## src/rtl/led_pkg.sv

```systemverilog
// Shared constants for the LED scanner: mode encodings, direction values and
// small helpers that name the mode bits.
package led_pkg;

  localparam logic [1:0] MODE_DOT_WRAP   = 2'b00;
  localparam logic [1:0] MODE_DOT_BOUNCE = 2'b01;
  localparam logic [1:0] MODE_BAR_WRAP   = 2'b10;
  localparam logic [1:0] MODE_BAR_BOUNCE = 2'b11;

  localparam logic DIR_UP   = 1'b1;
  localparam logic DIR_DOWN = 1'b0;

  function automatic logic mode_is_bounce(input logic [1:0] m);
    return m[0];
  endfunction

  function automatic logic mode_is_bar(input logic [1:0] m);
    return m[1];
  endfunction

endpackage

```

## src/rtl/tick_divider.sv

```systemverilog
// Step prescaler: counts enabled cycles and fires a step on the cycle where
// the count has reached the divisor, so steps come every div+1 enabled cycles.
module tick_divider #(
  parameter int DIV_W = 8
) (
  input  logic             clk,
  input  logic             rst,
  input  logic             enable,
  input  logic             clear,
  input  logic [DIV_W-1:0] div,
  output logic             step
);

  logic [DIV_W-1:0] count_q;
  logic [DIV_W-1:0] count_d;

  // '>=' rather than '==' so that shrinking div below the running count
  // fires on the next enabled cycle instead of waiting for a wrap.
  always_comb begin
    step    = 1'b0;
    count_d = count_q;
    if (clear) begin
      count_d = '0;
    end else if (enable) begin
      if (count_q >= div) begin
        step    = 1'b1;
        count_d = '0;
      end else begin
        count_d = count_q + DIV_W'(1);
      end
    end
  end

  always_ff @(posedge clk or posedge rst) begin
    if (rst) begin
      count_q <= '0;
    end else begin
      count_q <= count_d;
    end
  end

endmodule

```

## src/rtl/led_scanner.sv

```systemverilog
// LED position scanner: moves a dot or bar across WIDTH LEDs in wrap or
// ping-pong order, stepping on a programmable prescaler.
module led_scanner
  import led_pkg::*;
#(
  parameter  int WIDTH = 16,
  parameter  int DIV_W = 8,
  localparam int POS_W = $clog2(WIDTH)
) (
  input  logic             clk,
  input  logic             rst,
  input  logic             enable,
  input  logic             increase,
  input  logic [1:0]       mode,
  input  logic [DIV_W-1:0] step_div,
  output logic [WIDTH-1:0] out,
  output logic [POS_W-1:0] position,
  output logic             tick,
  output logic             at_end
);

  localparam logic [POS_W-1:0] POS_MAX = POS_W'(WIDTH - 1);

  logic [POS_W-1:0] pos_q, pos_d;
  logic             dir_q, dir_d;
  logic             tick_q, tick_d;
  logic [1:0]       mode_q;
  logic             mode_change;
  logic             step;

  assign mode_change = (mode != mode_q);

  tick_divider #(.DIV_W(DIV_W)) u_div (
    .clk    (clk),
    .rst    (rst),
    .enable (enable),
    .clear  (mode_change),
    .div    (step_div),
    .step   (step)
  );

  // tick is a one-cycle strobe with no back-pressure: it is high exactly in
  // the cycle where a freshly stepped position is first on 'position'/'out'.
  always_comb begin
    pos_d  = pos_q;
    dir_d  = dir_q;
    tick_d = 1'b0;
    if (mode_change) begin
      // A mode switch swallows any due step; bounce entry seeds direction.
      if (mode_is_bounce(mode)) begin
        dir_d = increase;
      end
    end else if (step) begin
      tick_d = 1'b1;
      if (!mode_is_bounce(mode_q)) begin
        dir_d = increase;
        if (increase == DIR_UP) begin
          pos_d = (pos_q == POS_MAX) ? '0 : pos_q + POS_W'(1);
        end else begin
          pos_d = (pos_q == '0) ? POS_MAX : pos_q - POS_W'(1);
        end
      end else if (dir_q == DIR_UP) begin
        if (pos_q == POS_MAX) begin
          pos_d = POS_MAX - POS_W'(1);
          dir_d = DIR_DOWN;
        end else begin
          pos_d = pos_q + POS_W'(1);
        end
      end else begin
        if (pos_q == '0) begin
          pos_d = POS_W'(1);
          dir_d = DIR_UP;
        end else begin
          pos_d = pos_q - POS_W'(1);
        end
      end
    end
  end

  always_ff @(posedge clk or posedge rst) begin
    if (rst) begin
      pos_q  <= '0;
      dir_q  <= DIR_UP;
      tick_q <= 1'b0;
      mode_q <= MODE_DOT_WRAP;
    end else begin
      pos_q  <= pos_d;
      dir_q  <= dir_d;
      tick_q <= tick_d;
      mode_q <= mode;
    end
  end

  // Pattern decode follows the registered mode so out never glitches on a
  // mode input that has not yet been accepted.
  always_comb begin
    out = '0;
    for (int i = 0; i < WIDTH; i++) begin
      if (mode_is_bar(mode_q)) begin
        out[i] = (i <= int'(pos_q));
      end else begin
        out[i] = (i == int'(pos_q));
      end
    end
  end

  assign position = pos_q;
  assign tick     = tick_q;
  assign at_end   = (pos_q == '0) || (pos_q == POS_MAX);

  a_pos_in_range: assert property (@(posedge clk) disable iff (rst) pos_q <= POS_MAX);
  a_out_nonzero:  assert property (@(posedge clk) disable iff (rst) out != '0);

endmodule

```

## config.mk

```make
export PLATFORM = sky130hd
export DESIGN_NAME = led_scanner
export DESIGN_NICKNAME = d
export VERILOG_FILES = /design/src/rtl/led_pkg.sv /design/src/rtl/tick_divider.sv /design/src/rtl/led_scanner.sv
export SDC_FILE = /design/constraint.sdc
export NUM_CORES = 1
export LEC_CHECK = 0
export CAP_MARGIN = 0
export CORE_UTILIZATION = 56
export CTS_BUF_LIST = sky130_fd_sc_hd__clkbuf_4
export DETAILED_ROUTE_END_ITERATION = 16
export GPL_ROUTABILITY_DRIVEN = 0
export HOLD_SLACK_MARGIN = 0.02
export PLACE_DENSITY_LB_ADDON = 0.15
export SLEW_MARGIN = 15
export SYNTH_ARGS = -nofsm -noshare
export SYNTH_HDL_FRONTEND = slang
export SYNTH_SLANG_ARGS = --single-unit
export TNS_END_PERCENT = 5
```

## constraint.sdc

```tcl
create_clock -name clk -period 6.21 [get_ports clk]
set_clock_uncertainty 0.05 [all_clocks]
set_input_delay 0.9315 -clock clk [delete_from_list [all_inputs] [get_ports clk]]
set_output_delay 0.9315 -clock clk [all_outputs]
set_load 0.05 [all_outputs]
```

==> out/metrics.yaml, run 1 <==
power:
  switching_share_pct: 38.4
  vdd_drop_max_uv: 163
  power_density_nw_per_um2: 156
  power.internal_uw: 186
  clkPwrFrac_pct: 21.5
  p_sw_uw: 116
  p_leak_uw: 0.000849
  power_frac_seq_pct: 39.6
  comb_power_share_pct: 38.9
critical_path:
  crit_path_start_kind: "flop"
  path_max_fanout: 14
  crit_arrival_ns: 2.75
  cp_cell_sequence: "clkinv_1 -> nor3_1 -> o21ai_0 -> o31ai_1 -> clkdlybuf4s50_1"
  crit_required_ns: 5.23
  slowest_delay_ns: 0.86
  crit_slowest_cell: "clkdlybuf4s50_1"
  endpoint_kind: "output pin"
  crit_family: "buffers and inverters"
  cp_num_buf_inv: 2
  criticalPathCategory: "reg2out"
placement:
  portBuffers: 35
  dp_hpwl_mm: 3.02
  place_inst: 252
  placed_area_um2: 1900
timing:
  holdWs_ns: 0.571
  tns_ns: 0
  min_period_ns: 3.73
  slew_headroom_pct: 58.3
  clock.fmax_ghz: 0.268
  hold_viol_final: 0
  tightest_slew_ns: 0.625
  setup_violations: 0
  rsz0062_at_grt: "no"
  finalCritPeriodShare_pct: 60.1
  drv_slew: 0
global_route:
  antenna_found_initial: 0
  grt_pass1_wl_mm: 6.26
  grt_max_degree: 19
  grt_pass1_vias: 1417
  track_usage_pct: 29.3
  grt-ovfl-total: 0
synthesis:
  synth_area_um2: 1560
  ys_async_sr_fraction_pct: 100
  synth-edff-count: 0
  ys_seq_elements: 16
  mappedNetlistNets: 224
  synth_cell_types: 49
  ys_seq_area_share_pct: 25.7
  synth_warnings: 0
  syn-mean-instance-area_um2: 7.97
  synthCells: 196
  synthFlopType: "dfrtp_1"
cells_and_area:
  area_delta_synth_final_pct: 23.8
  final_cell_area_um2: 1930
  nets: 255
  drive_above_1_share_pct: 6.64
  antennaDiodeCount: 0
  finalNonFillerCells: 256
floorplan:
  coreArea_um2: 2570
  fp.dieW_um: 54.8
  rows: 18
  die-area_um2: 3010
  fp.dieH_um: 54.8
  pin_count: 36
  initial_core_util_pct: 60.9
clock_network:
  post_cts_buffers: 0
  cts_sinks: 16
  clkSlewWorstSetupHoldPaths_ns: 0.10
  hold_buffers: 0
  clk_path_buf_depth: 2
  cts_resized: 0
  cts_buffers: 3
  h-tree-depth: 1
  insertion_delay_ns: 0.30
  cts_tree: "yes"
  cts_root_buf: "clkbuf_4"
status:
  run_status: "complete, no violations"
routing:
  dr.first_iter.drc_count: 77
  routed_via_density: 6.11
  wire_per_inst_um: 15.5
  wirelength_mm: 3.96
  drtPass1Iterations: 4
  vias: 1563
  ant_nets: 0
  drcViolationCount: 0
job:
  max-cap-violations: 0
worst_hold_path:
  min_path_type: "reg2reg"
-- state kept, by name, indices dropped and copies added (netlist names) --
signal	flops
tick	1
dir_q	1
u_div.count_q	8
position	4
mode_q	2
-- layout by cell type (no fill, tap or decap), drive strengths merged, types with 4 or more instances in the layout --
cell,netlist,final
clkdlybuf4s50,0,35
o21ai,11,11
nand2,19,19
a31oi,7,7
nand3,17,17
clkbuf,6,4
a21oi,20,20
nand2b,13,13
inv,16,16
dfrtp,15,15
nor2,13,13
ha,14,14
-- cells by family after synthesis --
logic type,synth area share [%]
and+or+nand+nor,24.5
AOI/OAI and AO/OA,25.9
DFF,25.7
buffers and inverters,7.05
muxes,3.60
adders and majority gates,11.2
xor gates and xnor gates,2.08
-- through the flow --
stage / setup WS (ns) / power, uW / util [%]
2_1_floorplan: 2.75 / 203 / -
3_3_place_gp: 3.02 / 233 / 74.2
3_5_place_dp: 2.91 / 238 / 74.2
4_1_cts: 2.57 / 302 / 75.3
5_1_grt: 2.36 / 317 / 75.3
6_report: 2.48 / 302 / 75.3
-- cell type report --
type | count | area, um2
clock buffer | 4 | 30.0
fill | 200 | 633
inverter | 17 | 63.8
multi-input combinational | 154 | 1050
sequential | 16 | 402
tap | 30 | 37.5
timing repair buffer | 35 | 350
-- layer usage --
metal	vias to the layer above	share of wire [%]	track usage, %
met1	740	44	38.0
met3	6	4.8	5.83
met5	-	0	0
met4	0	0.91	11.5
met2	58	50	47.0
li1	759	-	-
-- worst register-to-register path, stage by stage, from the launching register on --
cell       delay, ns
dfrtp_1         0.42
inv_1           0.07
ha_1            0.26
nand2b_1        0.17
a2111oi_4       0.44
o21a_2          0.39
nand3_1         0.13
a31oi_1         0.21
-- Yosys cell counts (2+ instances only) --
cell | n | area share, %
nor2_1 | 13 | 3.1
nand3b_1 | 2 | 0.96
a22o_1 | 3 | 1.7
nor3b_1 | 2 | 0.96
nand3_1 | 17 | 5.4
o21a_1 | 2 | 0.96
clkbuf_1 | 6 | 1.4
a21oi_1 | 19 | 6.1
nand2_1 | 18 | 4.3
xnor2_2 | 2 | 2.1
nand2b_1 | 13 | 5.2
ha_1 | 14 | 11
mux2i_1 | 3 | 1.9
o21ai_0 | 10 | 3.2
o31ai_1 | 2 | 0.96
a31oi_1 | 7 | 2.8
inv_1 | 16 | 3.8
nor3_1 | 2 | 0.64
dfrtp_1 | 15 | 24
-- path summary, 6_finish.rpt --
check,to,cells after the start,slack [ns],from
worst max register to register,u_div.count_q[6]$_DFFE_PP0P_,7,3.99,u_div.count_q[0]$_DFFE_PP0P_
min in group asynchronous,u_div.count_q[4]$_DFFE_PP0P_,2,0.96,rst
worst min register to register,u_div.count_q[0]$_DFFE_PP0P_,2,0.57,u_div.count_q[0]$_DFFE_PP0P_
max in group asynchronous,position[1]$_DFFE_PP0P_,2,4.75,rst
worst max-delay path,out[7],5,2.48,position[2]$_DFFE_PP0P_
worst min-delay path,u_div.count_q[0]$_DFFE_PP0P_,2,0.57,u_div.count_q[0]$_DFFE_PP0P_
-- power by group through the flow --
stage	clock network (uW)	logic (uW)	registers, uW
final	64.8	117	119
after floorplan	0	81.8	122
after CTS	65.1	117	119
after global placement	0	113	120
after detailed placement	0	117	121
after global routing	69.2	127	121
Power figures use the tool's default switching activity.
==> run 2, diff against run 1 <==
- CORE_UTILIZATION: 56 -> 47
- clock period: 6.21 -> 3.05 ns (I/O delays scaled with it)
==> out/metrics.yaml, run 2 (synthesis gave the netlist of run 1 again) <==
status:
  run_status: "complete, no violations"
cells_and_area:
  final_common_cell: "clkdlybuf4s50_1"
  nets: 258
  final_cell_mix: "clkdlybuf4s50_1, a21oi_1, nand2_1, nand3_1, inv_1"
  fillers: 284
  finalNonFillerCells: 273
  area_delta_synth_final_pct: 26.6
  final_cell_area_um2: 1980
  drive_above_1_share_pct: 7.86
  regArea_um2: 402
  largest_reg_flops: 8
  largest_register: "u_div.count_q"
  antennaDiodeCount: 0
  multi_input_area_um2: 1050
floorplan:
  fp.dieH_um: 59.7
  fp.dieW_um: 59.7
  die-area_um2: 3560
  coreArea_um2: 3100
  pin_count: 36
  initial_core_util_pct: 50.4
  rows: 20
critical_path:
  crit_arrival_ns: 2.38
  cp_cell_sequence: "inv_1 -> ha_2 -> nand2_1 -> a22o_1 -> clkdlybuf4s50_1"
  criticalPathCategory: "reg2out"
  reg2regPathDepth: 7
  crit_family: "buffers and inverters"
  reg2reg_slack_ns: 0.87
  slowest_delay_ns: 0.79
  reg2reg_from: "u_div.count_q[0]$_DFFE_PP0P_"
  cp_num_buf_inv: 2
  worst_r2r_endpoint: "u_div.count_q[7]$_DFFE_PP0P_"
  crit_path_start_kind: "flop"
  endpoint_kind: "output pin"
  crit_required_ns: 2.54
  path_max_fanout: 10
  crit_slowest_cell: "clkdlybuf4s50_1"
power:
  power_density_nw_per_um2: 302
  vdd_drop_max_uv: 242
  p_leak_uw: 0.000886
timing:
  tightest_slew_ns: 0.590
  drv_slew: 0
  hold_viol_final: 0
  clock.fmax_ghz: 0.346
  slew_headroom_pct: 60.6
  fin_ws_ns: 0.163
  tns_ns: 0
  min_period_ns: 2.89
  rsz0062_at_grt: "no"
  finalCritPeriodShare_pct: 94.7
  setup_violations: 0
  holdWs_ns: 0.467
clock_network:
  cts_root_buf: "clkbuf_4"
  cts_tree: "yes"
  clkSlewWorstSetupHoldPaths_ns: 0.10
  cts_sinks: 16
  h-tree-depth: 1
  cts_buffers: 3
  clk_path_buf_depth: 2
  insertion_delay_ns: 0.29
  hold_buffers: 0
worst_hold_path:
  min_path_type: "in2async"
global_route:
  antenna_found_initial: 0
  grt_max_degree: 17
  grt_pass1_wl_mm: 6.44
  track_usage_pct: 23.5
  grt-ovfl-total: 0
  grt_pass1_vias: 1428
routing:
  vias: 1556
  ant_nets: 0
  wirelength_mm: 3.78
  routed_via_density: 5.70
  wire_per_inst_um: 13.8
  dr.first_iter.drc_count: 117
  drtPass1Iterations: 4
  drcViolationCount: 0
placement:
  placed_area_um2: 1940
  place_inst: 269
  dp_hpwl_mm: 2.98
  place_ws_ns: 0.415
  portBuffers: 35
job:
  max-cap-violations: 0
-- run 2: through the flow --
step / util [%] / power [uW]
2_1_floorplan: - / 414
3_3_place_gp: 62.7 / 477
3_5_place_dp: 62.7 / 484
4_1_cts: 63.5 / 598
5_1_grt: 63.7 / 629
6_report: 63.7 / 597
-- run 2: cell type report --
type,instances,area share [%]
multi-input cells,154,53.3
flip-flops and latches,16,20.3
repair buffers,38,19.1
inverters,17,3.23
well taps,44,2.78
clock buffers,3,1.14
clock inverters,1,0.190
-- run 2: timing repair --
item                                    CTS  global route
endpoints found under the setup margin    0             6
setup buffers                             0             0
gates resized for setup                   0             3
-- run 2: worst max path at each step --
stage	start	endpoint	slack (ns)	depth (start not counted)
global placement	position[0]$_DFFE_PP0P_	at_end	0.48	5
detailed placement	position[0]$_DFFE_PP0P_	out[1]	0.42	5
floorplan	position[1]$_DFFE_PP0P_	out[7]	0.06	4
finish	position[0]$_DFFE_PP0P_	out[1]	0.16	5
CTS	position[1]$_DFFE_PP0P_	at_end	0.08	5
global route	position[1]$_DFFE_PP0P_	out[1]	0.04	5
-- run 2: worst reg2reg max path, cell delays in order, from the launching register on --
cell and delay (ns):
dfrtp_1 0.43, inv_1 0.08, ha_1 0.26, nand2b_1 0.17, a2111oi_4 0.42, o21a_2 0.38, nand3_1 0.13, a31oi_1 0.18
-- run 2: where the power goes --
| group | internal, uW | leakage (uW) | total (uW) | switching, uW |
|---|---|---|---|---|
| Clock | 47.6 | 0.0000154 | 115 | 67.7 |
| Combinational | 98.9 | 0.000667 | 242 | 143 |
| Sequential | 222 | 0.000204 | 240 | 17.6 |
| Total | 369 | 0.000886 | 597 | 228 |
-- run 2: layer usage --
| layer | share of wire [%] | track usage [%] | wire length, um | up-vias |
|---|---|---|---|---|
| met5 | 0 | 0 | 0 | - |
| met4 | 0.29 | 2.66 | 11 | 0 |
| met3 | 5.1 | 4.11 | 191 | 4 |
| met2 | 49 | 39.5 | 1870 | 50 |
| met1 | 45 | 32.5 | 1710 | 741 |
| li1 | - | - | - | 761 |
==> run 3, diff against run 2 <==
- CORE_MARGIN: unset -> 10
==> out/metrics.yaml, run 3 (synthesis gave the netlist of run 1 again) <==
status:
  run_status: "complete, no violations"
cells_and_area:
  largest_register: "u_div.count_q"
  area_delta_synth_final_pct: 26.5
  fillers: 289
  regArea_um2: 402
  largest_reg_flops: 8
  finalNonFillerCells: 271
  final_common_cell: "clkdlybuf4s50_1"
  antennaDiodeCount: 0
  nets: 256
  drive_above_1_share_pct: 7.05
  multi_input_area_um2: 1050
  final_cell_mix: "clkdlybuf4s50_1, a21oi_1, nand2_1, nand3_1, inv_1"
job:
  max-cap-violations: 0
routing:
  ant_nets: 0
  routed_via_density: 5.73
  drcViolationCount: 0
  dr.first_iter.drc_count: 168
  drtPass1Iterations: 4
  wire_per_inst_um: 15.4
  vias: 1553
  wirelength_mm: 4.19
timing:
  min_period_ns: 2.90
  rsz0062_at_grt: "no"
  tightest_slew_ns: 0.609
  tns_ns: 0
  slew_headroom_pct: 59.4
  setup_violations: 0
  hold_viol_final: 0
  clock.fmax_ghz: 0.345
  drv_slew: 0
  finalCritPeriodShare_pct: 95.0
critical_path:
  crit_path_start_kind: "flop"
  path_max_fanout: 10
  reg2reg_slack_ns: 0.83
  crit_required_ns: 2.54
  reg2reg_from: "u_div.count_q[0]$_DFFE_PP0P_"
  setup.worst_path.start: "position[1]$_DFFE_PP0P_"
  criticalPathCategory: "reg2out"
  crit_arrival_ns: 2.39
  endpoint_kind: "output pin"
floorplan:
  coreArea_um2: 3130
  fp.dieH_um: 77.7
  pin_count: 36
  rows: 20
  die-area_um2: 6030
  fp.dieW_um: 77.7
  initial_core_util_pct: 50.0
global_route:
  track_usage_pct: 13.4
  grt_pass1_wl_mm: 7.00
  grt_pass1_vias: 1516
  antenna_found_initial: 0
  grt-ovfl-total: 0
  grt_max_degree: 19
worst_hold_path:
  min_path_type: "in2async"
clock_network:
  h-tree-depth: 1
  clkSlewWorstSetupHoldPaths_ns: 0.09
  clk_path_buf_depth: 2
  insertion_delay_ns: 0.29
  cts_sinks: 16
  cts_tree: "yes"
  cts_root_buf: "clkbuf_4"
  cts_buffers: 3
placement:
  portBuffers: 35
  place_inst: 267
  dp_hpwl_mm: 3.37
power:
  power_density_nw_per_um2: 307
  p_leak_uw: 0.000919
  vdd_drop_max_uv: 285
==> run 3: changes by cell type in the layout (fill, tap and decap cells not counted) <==
cell	delta
ha_2	-1
clkdlybuf4s50_1	-5
clkbuf_4	+1
dlymetal6s2s_1	+5
ha_1	+1
clkinv_1	-1
buf_4	-2
==> run 3: repair_timing <==
action / CTS / global route
setup buffers: 0 / 0
resized for setup: 0 / 7
setup endpoints to repair: 0 / 7
hold buffers: 0 / 0
==> run 3: where the power goes <==
group          total (uW)  internal [uW]  switching, uW
sequential            241            222           18.6
combinational         240           96.2            143
clock                 126           59.8           66.4
total                 607            378            228
==> run 3: metrics by stage <==
stage	total power (uW)	setup slack [ns]	utilization (%)	area (um2)	hold slack, ns
floorplan	414	0.0625	-	1560	0.321
global placement	479	0.474	61.7	1930	0.536
detailed placement	486	0.363	61.7	1930	0.558
CTS	613	0.0300	62.6	1960	0.501
global route	646	0.0178	63.2	1980	0.526
finish	607	0.153	63.2	1980	0.481
==> run 3: layout make-up <==
cell class                      count  share of cell area [%]
Tap cell                           44                    2.78
Inverter                           17                    3.23
Multi-Input combinational cell    154                    53.2
Sequential cell                    16                    20.3
Timing Repair Buffer               36                    19.0
Clock buffer                        4                    1.52
==> run 3: path summary, 6_finish.rpt <==
kind / end / cells after the start
setup / recovery: out[15] / 4
hold / removal: mode_q[0]$_DFF_PP0_ / 2
setup reg to reg: u_div.count_q[4]$_DFFE_PP0P_ / 7
hold reg to reg: u_div.count_q[7]$_DFFE_PP0P_ / 2
max in group asynchronous: u_div.count_q[2]$_DFFE_PP0P_ / 2
min in group clk: u_div.count_q[7]$_DFFE_PP0P_ / 2
==> run 3: layer usage <==
layer  up-vias  routed length [um]  track usage (%)
met5         -                   0                0
met4         0                  31             2.37
met3         4                 225             3.69
met2        36                2170             22.6
met1       749                1760             16.8
li1        764                   -                -
==> run 3: critical path: stages, from the launching register on <==
cell,delay (ns)
dfrtp_1,0.55
ha_1,0.41
nand3_1,0.17
inv_1,0.15
clkdlybuf4s50_1,0.82
